<file path="src/rtl/axi_pkg.sv">
// Shared AXI encodings used by the slaves in this codebase.
package axi_pkg;

    typedef enum logic [1:0] {
        BURST_FIXED = 2'b00,
        BURST_INCR  = 2'b01,
        BURST_WRAP  = 2'b10,
        BURST_RSVD  = 2'b11
    } axi_burst_e;

    typedef enum logic [1:0] {
        RESP_OKAY   = 2'b00,
        RESP_EXOKAY = 2'b01,
        RESP_SLVERR = 2'b10,
        RESP_DECERR = 2'b11
    } axi_resp_e;

    // WRAP bursts are only legal with 2, 4, 8 or 16 beats.
    function automatic logic wrap_len_ok(input logic [3:0] len);
        return (len == 4'd1) || (len == 4'd3) || (len == 4'd7) || (len == 4'd15);
    endfunction

endpackage

</file>
<file path="src/rtl/axi_ar_fifo.sv">
// AR request queue: head entry is the active burst; o_peek exposes the low
// PEEK_W bits of the entry behind it so the next burst can start without a gap.
module axi_ar_fifo #(
    parameter int unsigned WIDTH  = 46,
    parameter int unsigned DEPTH  = 2,
    parameter int unsigned PEEK_W = 32
) (
    input  logic              clk,
    input  logic              rst,
    input  logic              i_push,
    input  logic [WIDTH-1:0]  i_data,
    input  logic              i_pop,
    output logic [WIDTH-1:0]  o_head,
    output logic [PEEK_W-1:0] o_peek,
    output logic              o_has_next,
    output logic              o_full,
    output logic              o_empty
);

    localparam int unsigned AW = $clog2(DEPTH);

    logic [WIDTH-1:0] r_mem [DEPTH];
    logic [AW:0]      r_wr_ptr;
    logic [AW:0]      r_rd_ptr;
    logic [AW:0]      w_count;
    logic [AW-1:0]    w_rd_idx;
    logic [AW-1:0]    w_next_idx;
    logic             w_do_push;
    logic             w_do_pop;

    assign w_count    = r_wr_ptr - r_rd_ptr;
    assign o_full     = (w_count == (AW+1)'(DEPTH));
    assign o_empty    = (w_count == '0);
    assign o_has_next = (w_count > (AW+1)'(1));
    assign w_do_push  = i_push && !o_full;
    assign w_do_pop   = i_pop && !o_empty;
    assign w_rd_idx   = r_rd_ptr[AW-1:0];
    assign w_next_idx = w_rd_idx + AW'(1);
    assign o_head     = r_mem[w_rd_idx];
    assign o_peek     = r_mem[w_next_idx][PEEK_W-1:0];

    always_ff @(posedge clk) begin
        if (rst) begin
            r_wr_ptr <= '0;
            r_rd_ptr <= '0;
        end else begin
            if (w_do_push) r_wr_ptr <= r_wr_ptr + (AW+1)'(1);
            if (w_do_pop)  r_rd_ptr <= r_rd_ptr + (AW+1)'(1);
        end
    end

    always_ff @(posedge clk) begin
        if (w_do_push) r_mem[r_wr_ptr[AW-1:0]] <= i_data;
    end

endmodule

</file>
<file path="src/rtl/axi_rom_rd_slave.sv">
// AXI3-style read-only slave serving bursts from a synchronous ROM, one beat
// per cycle, with a small AR queue so consecutive bursts run back to back.
module axi_rom_rd_slave
    import axi_pkg::*;
#(
    parameter int unsigned ID_W     = 8,
    parameter int unsigned ADDR_W   = 32,
    parameter int unsigned DATA_W   = 32,
    parameter int unsigned MEM_AW   = 12,
    parameter int unsigned AR_DEPTH = 2
) (
    input  logic              clk,
    input  logic              rst,
    input  logic [ID_W-1:0]   ARID,
    input  logic [ADDR_W-1:0] ARADDR,
    input  logic [3:0]        ARLEN,
    input  logic [1:0]        ARBURST,
    input  logic              ARVALID,
    output logic              ARREADY,
    output logic [ID_W-1:0]   RID,
    output logic [DATA_W-1:0] RDATA,
    output logic [1:0]        RRESP,
    output logic              RLAST,
    output logic              RVALID,
    input  logic              RREADY,
    output logic              rom_enable,
    output logic              rom_read,
    output logic [MEM_AW-1:0] rom_address,
    input  logic [DATA_W-1:0] rom_out
);

    localparam int unsigned BYTES = DATA_W / 8;
    localparam int unsigned OFF   = $clog2(BYTES);
    localparam int unsigned ENT_W = ID_W + 4 + 2 + ADDR_W;

    typedef enum logic [1:0] {IDLE, FETCH, RESP} state_e;

    state_e            r_state, w_state_nxt;
    logic [ADDR_W-1:0] r_addr, w_addr_nxt;
    logic [3:0]        r_cnt, w_cnt_nxt;

    logic [ENT_W-1:0]  w_head;
    logic [ADDR_W-1:0] w_peek_addr;
    logic [ID_W-1:0]   w_head_id;
    logic [3:0]        w_head_len;
    logic [1:0]        w_head_burst;
    logic [ADDR_W-1:0] w_head_addr;
    logic              w_full, w_empty, w_has_next;
    logic              w_push, w_pop;

    axi_burst_e        w_burst;
    logic              w_slverr, w_last;
    logic              w_decerr_cur, w_decerr_fetch;
    logic              w_fetch, w_rvalid;
    logic [ADDR_W-1:0] w_fetch_addr, w_beat_next;
    logic [ADDR_W-1:0] w_aligned, w_incr, w_wmask;

    function automatic logic out_of_range(input logic [ADDR_W-1:0] a);
        return (a >> (MEM_AW + OFF)) != '0;
    endfunction

    assign w_push = ARVALID && ARREADY;

    axi_ar_fifo #(
        .WIDTH  (ENT_W),
        .DEPTH  (AR_DEPTH),
        .PEEK_W (ADDR_W)
    ) u_ar_fifo (
        .clk        (clk),
        .rst        (rst),
        .i_push     (w_push),
        .i_data     ({ARID, ARLEN, ARBURST, ARADDR}),
        .i_pop      (w_pop),
        .o_head     (w_head),
        .o_peek     (w_peek_addr),
        .o_has_next (w_has_next),
        .o_full     (w_full),
        .o_empty    (w_empty)
    );

    assign {w_head_id, w_head_len, w_head_burst, w_head_addr} = w_head;
    assign w_burst  = axi_burst_e'(w_head_burst);
    assign w_slverr = (w_burst == BURST_RSVD) ||
                      ((w_burst == BURST_WRAP) && !wrap_len_ok(w_head_len));
    assign w_last   = (r_cnt == w_head_len);

    // Address of the beat after r_addr; illegal bursts fall back to INCR.
    always_comb begin
        w_aligned = r_addr & ~ADDR_W'(BYTES - 1);
        w_incr    = w_aligned + ADDR_W'(BYTES);
        w_wmask   = ((ADDR_W'(w_head_len) + ADDR_W'(1)) << OFF) - ADDR_W'(1);
        if (w_slverr) begin
            w_beat_next = w_incr;
        end else begin
            case (w_burst)
                BURST_FIXED: w_beat_next = r_addr;
                BURST_WRAP:  w_beat_next = (w_aligned & ~w_wmask) | (w_incr & w_wmask);
                default:     w_beat_next = w_incr;
            endcase
        end
    end

    always_comb begin
        w_state_nxt  = r_state;
        w_addr_nxt   = r_addr;
        w_cnt_nxt    = r_cnt;
        w_fetch      = 1'b0;
        w_fetch_addr = r_addr;
        w_pop        = 1'b0;
        w_rvalid     = 1'b0;
        case (r_state)
            IDLE: begin
                if (!w_empty) begin
                    w_state_nxt = FETCH;
                    w_addr_nxt  = w_head_addr;
                    w_cnt_nxt   = '0;
                end
            end
            FETCH: begin
                w_fetch     = 1'b1;
                w_state_nxt = RESP;
            end
            RESP: begin
                w_rvalid = 1'b1;
                if (RREADY) begin
                    if (!w_last) begin
                        w_fetch      = 1'b1;
                        w_fetch_addr = w_beat_next;
                        w_addr_nxt   = w_beat_next;
                        w_cnt_nxt    = r_cnt + 4'd1;
                    end else begin
                        w_pop = 1'b1;
                        if (w_has_next) begin
                            w_fetch      = 1'b1;
                            w_fetch_addr = w_peek_addr;
                            w_addr_nxt   = w_peek_addr;
                            w_cnt_nxt    = '0;
                        end else begin
                            w_state_nxt = IDLE;
                        end
                    end
                end
            end
            default: w_state_nxt = IDLE;
        endcase
    end

    always_ff @(posedge clk) begin
        if (rst) begin
            r_state <= IDLE;
            r_addr  <= '0;
            r_cnt   <= '0;
        end else begin
            r_state <= w_state_nxt;
            r_addr  <= w_addr_nxt;
            r_cnt   <= w_cnt_nxt;
        end
    end

    assign w_decerr_cur   = out_of_range(r_addr);
    assign w_decerr_fetch = out_of_range(w_fetch_addr);

    // Outputs are decoded from state and forced low while rst is held.
    assign ARREADY     = !rst && !w_full;
    assign RVALID      = !rst && w_rvalid;
    assign RID         = RVALID ? w_head_id : '0;
    assign RLAST       = RVALID && w_last;
    assign RDATA       = (RVALID && !w_decerr_cur) ? rom_out : '0;
    assign RRESP       = !RVALID     ? RESP_OKAY   :
                         w_decerr_cur ? RESP_DECERR :
                         w_slverr     ? RESP_SLVERR : RESP_OKAY;
    assign rom_enable  = !rst && w_fetch && !w_decerr_fetch;
    assign rom_read    = rom_enable;
    assign rom_address = rom_enable ? w_fetch_addr[MEM_AW+OFF-1:OFF] : '0;

endmodule

</file>
<file path="config.mk">
export PLATFORM = sky130hd
export DESIGN_NAME = axi_rom_rd_slave
export DESIGN_NICKNAME = d
export VERILOG_FILES = /design/src/rtl/axi_pkg.sv /design/src/rtl/axi_ar_fifo.sv /design/src/rtl/axi_rom_rd_slave.sv
export SDC_FILE = /design/constraint.sdc
export NUM_CORES = 1
export LEC_CHECK = 0
export BUFFER_PORTS_ARGS = -buffer_cell sky130_fd_sc_hd__buf_2
export CORE_MARGIN = 1.5
export CORE_UTILIZATION = 55
export CTS_CLUSTER_DIAMETER = 100
export DETAILED_ROUTE_END_ITERATION = 10
export PLACE_DENSITY = 0.79
export SYNTH_ARGS = -nofsm -noshare
export SYNTH_HDL_FRONTEND = slang
export SYNTH_SLANG_ARGS = --single-unit
</file>
<file path="constraint.sdc">
create_clock -name clk -period 5.3 [get_ports clk]
set_input_delay 0.53 -clock clk [delete_from_list [all_inputs] [get_ports clk]]
set_output_delay 0.53 -clock clk [all_outputs]
set_load 0.1 [all_outputs]
</file>
# Word-level counts from Yosys, hierarchy flattened
# Memories as Yosys holds them, arrays and structs flattened. A register that Yosys moved wholly into a read port is not among the register bits.
# Cells that the tools add are included.
# W data, S select, Z words.
word_totals:
  reg_bits: 42
  ram_bits: 92
  input_bits: 82
  output_inout_bits: 59
  elab_cells: 99
  mem_count: 1
memory_table:
  columns: ["memory", "words", "width", "rd", "rd_clocked_by_memory_dff", "wr", "line", "rtl"]
  rows:
  - ["u_ar_fifo.r_mem", 2, 46, 2, 1, 1, "axi_ar_fifo.sv:22", "logic [WIDTH-1:0] r_mem [DEPTH];"]
classes:
  addsub: 8
  order_cmp: 1
  eq_ne: 15
  mux: 36
  n_bitwise: 4
  n_reduce_logical: 29
op_table:
  columns: ["cell", "n"]
  rows:
  - ["$mux W32", 7]
  - ["$pmux W32 S2", 2]
  - ["$and A32 B32 Y32", 2]
  - ["$reduce_bool A32 Y1", 2]
  - ["$add A32 B3 Y32 const B", 1]
  - ["$not A32 Y32", 1]
  - ["$or A32 B32 Y32", 1]
  - ["$mux W4", 4]
  - ["$mux W2", 7]
  - ["$mux W12", 1]
  - ["$mux W1", 11]
  - ["$logic_and A1 B1 Y1", 10]
  - ["$eq A2 B2 Y1 const B", 4]
  - ["$mux W8", 1]
  - ["$ne A2 B2 Y1 const B", 4]
  - ["$pmux W4 S2", 1]
  - ["$reduce_and A4 Y1", 2]
  - ["$sub A7 B1 Y8 const B", 1]
  - ["$logic_not A1 Y1", 6]
  - ["$logic_not A2 Y1", 3]
  - ["$pmux W2 S3", 1]
  - ["$add A4 B1 Y5 const B", 1]
  - ["$add A2 B1 Y2 const B", 2]
  - ["$add A4 B1 Y4 const B", 1]
  - ["other kinds (14)", 17]

# Longest topological paths before layout
depth:
  depth_word: 15
  ltp_mapped: 18
  ltp_nobuf: 12

# Hierarchy
# From an unflattened synthesis, not the netlist that was laid out.
unflattened:
  hier_cells: 793
  hier_area_um2: 8055.2
modules_own_cells:
  columns: ["mod", "n_inst", "cells_each", "area_each_um2", "seq_area_each_um2"]
  rows:
  - ["axi_rom_rd_slave", 1, 576, 4060.1, 720.7]
  - ["axi_ar_fifo", 1, 217, 3995.1, 2862.7]

# Worst setup path before layout
# OpenSTA, ideal clock, no wires.
synth_path:
  path_type: "reg-to-output"
  from: "register (tool-made name)"
  to: "output port rom_address[1]"
  arrival_ns: 6.537
  required_ns: 4.770
  setup_slack_ns: -1.767
  path_stages_with_launch: 16
  n_path_buf: 4
  path_cell_list: "dfxtp_1 -> buf_2 -> buf_8 -> mux2_4 -> ha_1 -> clkbuf_1 -> or2_2 -> a21oi_1 -> o2111ai_1 -> buf_2 -> a2111oi_0 -> mux2i_1 -> o221ai_1 -> nor4_1 -> nand3_1 -> nor4b_1"
synth_lines:
  columns: ["item", "line", "rtl"]
  rows:
  - ["end: declaration", "axi_rom_rd_slave.sv:28", "output logic [MEM_AW-1:0] rom_address,"]

==> metrics.cfg <==
[cts]
clk_pin_slew_ps = 60
cts_inserted_buffers = 17
h-tree-depth = 4
clock_sinks = 129
tritoncts = built
ctsHoldBuffers = 0
cts_root_buf = clkbuf_16
insertion_delay_ps = 430
clock_path_buffers = 2

[pwr]
p_leak_nw = 3.64
p_clk_frac = 0.337
power_density_nw_per_um2 = 356
p_sw_mw = 1.25
comb_power_share = 0.269
power_frac_seq = 0.395
swShare = 0.360
ir_worst_vdd_v = 0.000366
p_int_mw = 2.22

[layout]
nNetsFinal = 1041
post-route-util = 0.676
syn_to_final_growth_pct = 21.1
layout-drive-gt1-share = 0.280
nFillCells = 1124
n_antenna_cell = 0

[global_route]
grt_usage = 0.309
grt_overflow = 0
antenna_found_initial = 0
grt_max_degree = 46
grt_pass1_vias = 6877
grt_first_pass_wirelength_mm = 35.8

[placement]
hpwl_mm = 16.1
gp_congestion = 0.975
portBuffers = 138

[job]
max_cap_viol_count = 0

[setup_path]
critPathTopFamily = simple AND/OR/NAND/NOR gates
crit_arrival_ps = 4550
cp-end-kind = output port
required_ps = 4770
path_class = flop to output port
crit_fanout = 13
worstPathCellList = mux2i_4 > inv_2 > ha_1 > or2_2 > a21oi_2 > o2111ai_1 > buf_4 > a2111oi_4 > mux2i_2 > a31oi_1 > nor4_2 > nand3_1 > buf_4 > nor4_4 > buf_12
r2r_setup_slack_ps = 1550
slowest_delay_ps = 440
crit_top_cell = buf_4
startpoint_type = flop
path_buf_inv = 4
slowest_stage = nor4_4

[floorplan]
die_h_um = 124
io-pin-count = 141
rows = 44
die-width_um = 124
dieArea_um2 = 15400
core_area_um2 = 14400
start_util = 0.558

[sta]
worst_slew_pin_slew_ps = 1130
fin_skew_ps = 12.2
finalHoldWorstSlack_ps = 282
min_period_over_period = 0.959
slew_viol_final = 0
period_minus_slack_ps = 5080
rsz0062_at_grt = false
finalHoldViolCount = 0
max_clock_freq_mhz = 197
maxSlewHeadroom = 0.244
setup_viol = 0

[hold_path]
min_path_type = primary input to flop

[drt]
dr.pass1.iters = 6
viasPerCell = 6.46
drc = 0
wl_mm = 23.2
drt-initial-drc-count = 963
wl_per_cell_um = 20.3
ant_nets = 0
via_count = 7408

[logic_synthesis]
synth-seq-cells = 129
yosys.cell_count.top_type = edfxtp_1
syn-num-nets = 922
synth.top_cell.area_share = 0.328
synth_area_leaders = edfxtp_1, dfxtp_1, mux2i_1
ys_warn_count = 0
synth_edf_count = 88
synth_cell_types = 89
synth_common_cells = edfxtp_1, nor2_1, mux2i_1, nand2_1, a21oi_1
syn_area_per_cell_um2 = 9.69
synth-main-ff-cell = edfxtp_1
syn_inst = 831
async_flop_share = 0
yosys.area.top_type = edfxtp_1
ys_seq_area_frac = 0.430
synthesis.area_um2 = 8050

[outcome]
status = finished clean

==> layout by cell type (no fill, tap or decap), drive strengths merged, types with 5 or more instances in the layout <==
cell type / count
a2111oi: 5
a211oi: 10
a21o: 6
a21oi: 59
a22oi: 10
a31oi: 6
and3: 46
buf: 165
clkbuf: 22
dfxtp: 41
edfxtp: 88
ha: 9
inv: 17
mux2: 16
mux2i: 64
nand2: 64
nand2b: 5
nand3: 24
nand4: 10
nor2: 77
nor3: 9
nor4: 17
nor4b: 5
o21ai: 57
o221ai: 6
o22ai: 25
o31ai: 5
xnor2: 13
xor2: 6
==> registers in the layout, summed over array words and instances (netlist names), named ones only <==
signal	count
r_addr	30
u_ar_fifo.r_rd_ptr	2
r_state	2
u_ar_fifo.r_mem	88
u_ar_fifo.r_wr_ptr	2
r_cnt	4
==> path summary, 6_finish.rpt <==
kind,cells after the start,start,endpoint
worst max-delay path,15,flop,rom_read
worst min-delay path,1,ARID[2],u_ar_fifo.r_mem[0][40]
worst max register to register,13,flop,r_addr[22]
worst min register to register,2,r_cnt[1],r_cnt[1]
==> power groups by stage <==
stage | sequential [mW] | combinational [mW] | clock, mW
after global routing | 1.39 | 0.996 | 1.22
after CTS | 1.36 | 0.903 | 1.18
after detailed placement | 1.38 | 0.893 | 0
after global placement | 1.38 | 0.872 | 0
final | 1.37 | 0.933 | 1.17
after floorplan | 1.29 | 0.743 | 0
==> cell families after synthesis <==
group	after synthesis	synth area share
and+or+nand+nor	285	0.195
xor gates and xnor gates	19	0.0207
AOI/OAI and AO/OA	230	0.185
buffers and inverters	79	0.0491
DFF	129	0.430
muxes	80	0.106
adders and majority gates	9	0.0140
==> per-layer routing <==
metal | track usage | up-vias | wire (µm)
met5 | 0 | - | 0
met2 | 0.493 | 401 | 11100
met4 | 0.138 | 0 | 807
li1 | - | 3413 | -
met3 | 0.0856 | 72 | 2050
met1 | 0.393 | 3522 | 9270
==> final cells by class <==
type | count | area, µm² | area share
clock inverters | 10 | 97.6 | 0.0100
flip-flops and latches | 129 | 3470 | 0.356
repair buffers | 165 | 1100 | 0.113
clock buffers | 22 | 495 | 0.0508
inverters | 14 | 52.6 | 0.00539
multi-input cells | 623 | 4300 | 0.441
well taps | 184 | 230 | 0.0236
==> through the flow <==
step	setup TNS, ps	area, µm²	setup slack [ps]	std cells	power [mW]
global placement	0	9080	521	1110	2.25
CTS	0	9680	13.9	1142	3.45
floorplan	-3240	8140	-312	831	2.03
global route	0	9740	88.4	1147	3.60
detailed placement	0	9080	491	1110	2.28
finish	0	9740	219	1147	3.47
==> worst register-to-register path, delay by kind of cell (launching register included) <==
kind	cells	cell delay (ps)
buffers and inverters	2	310
DFF	1	430
and+or+nand+nor	4	960
adders and majority gates	1	290
muxes	2	410
AOI/OAI and AO/OA	4	1290
==> timing repair <==
item,in CTS,in global routing
resized for setup,0,6
endpoints found under the setup margin,0,14
buffers inserted,0,5
No activity file was read; power rests on OpenSTA's default activity.
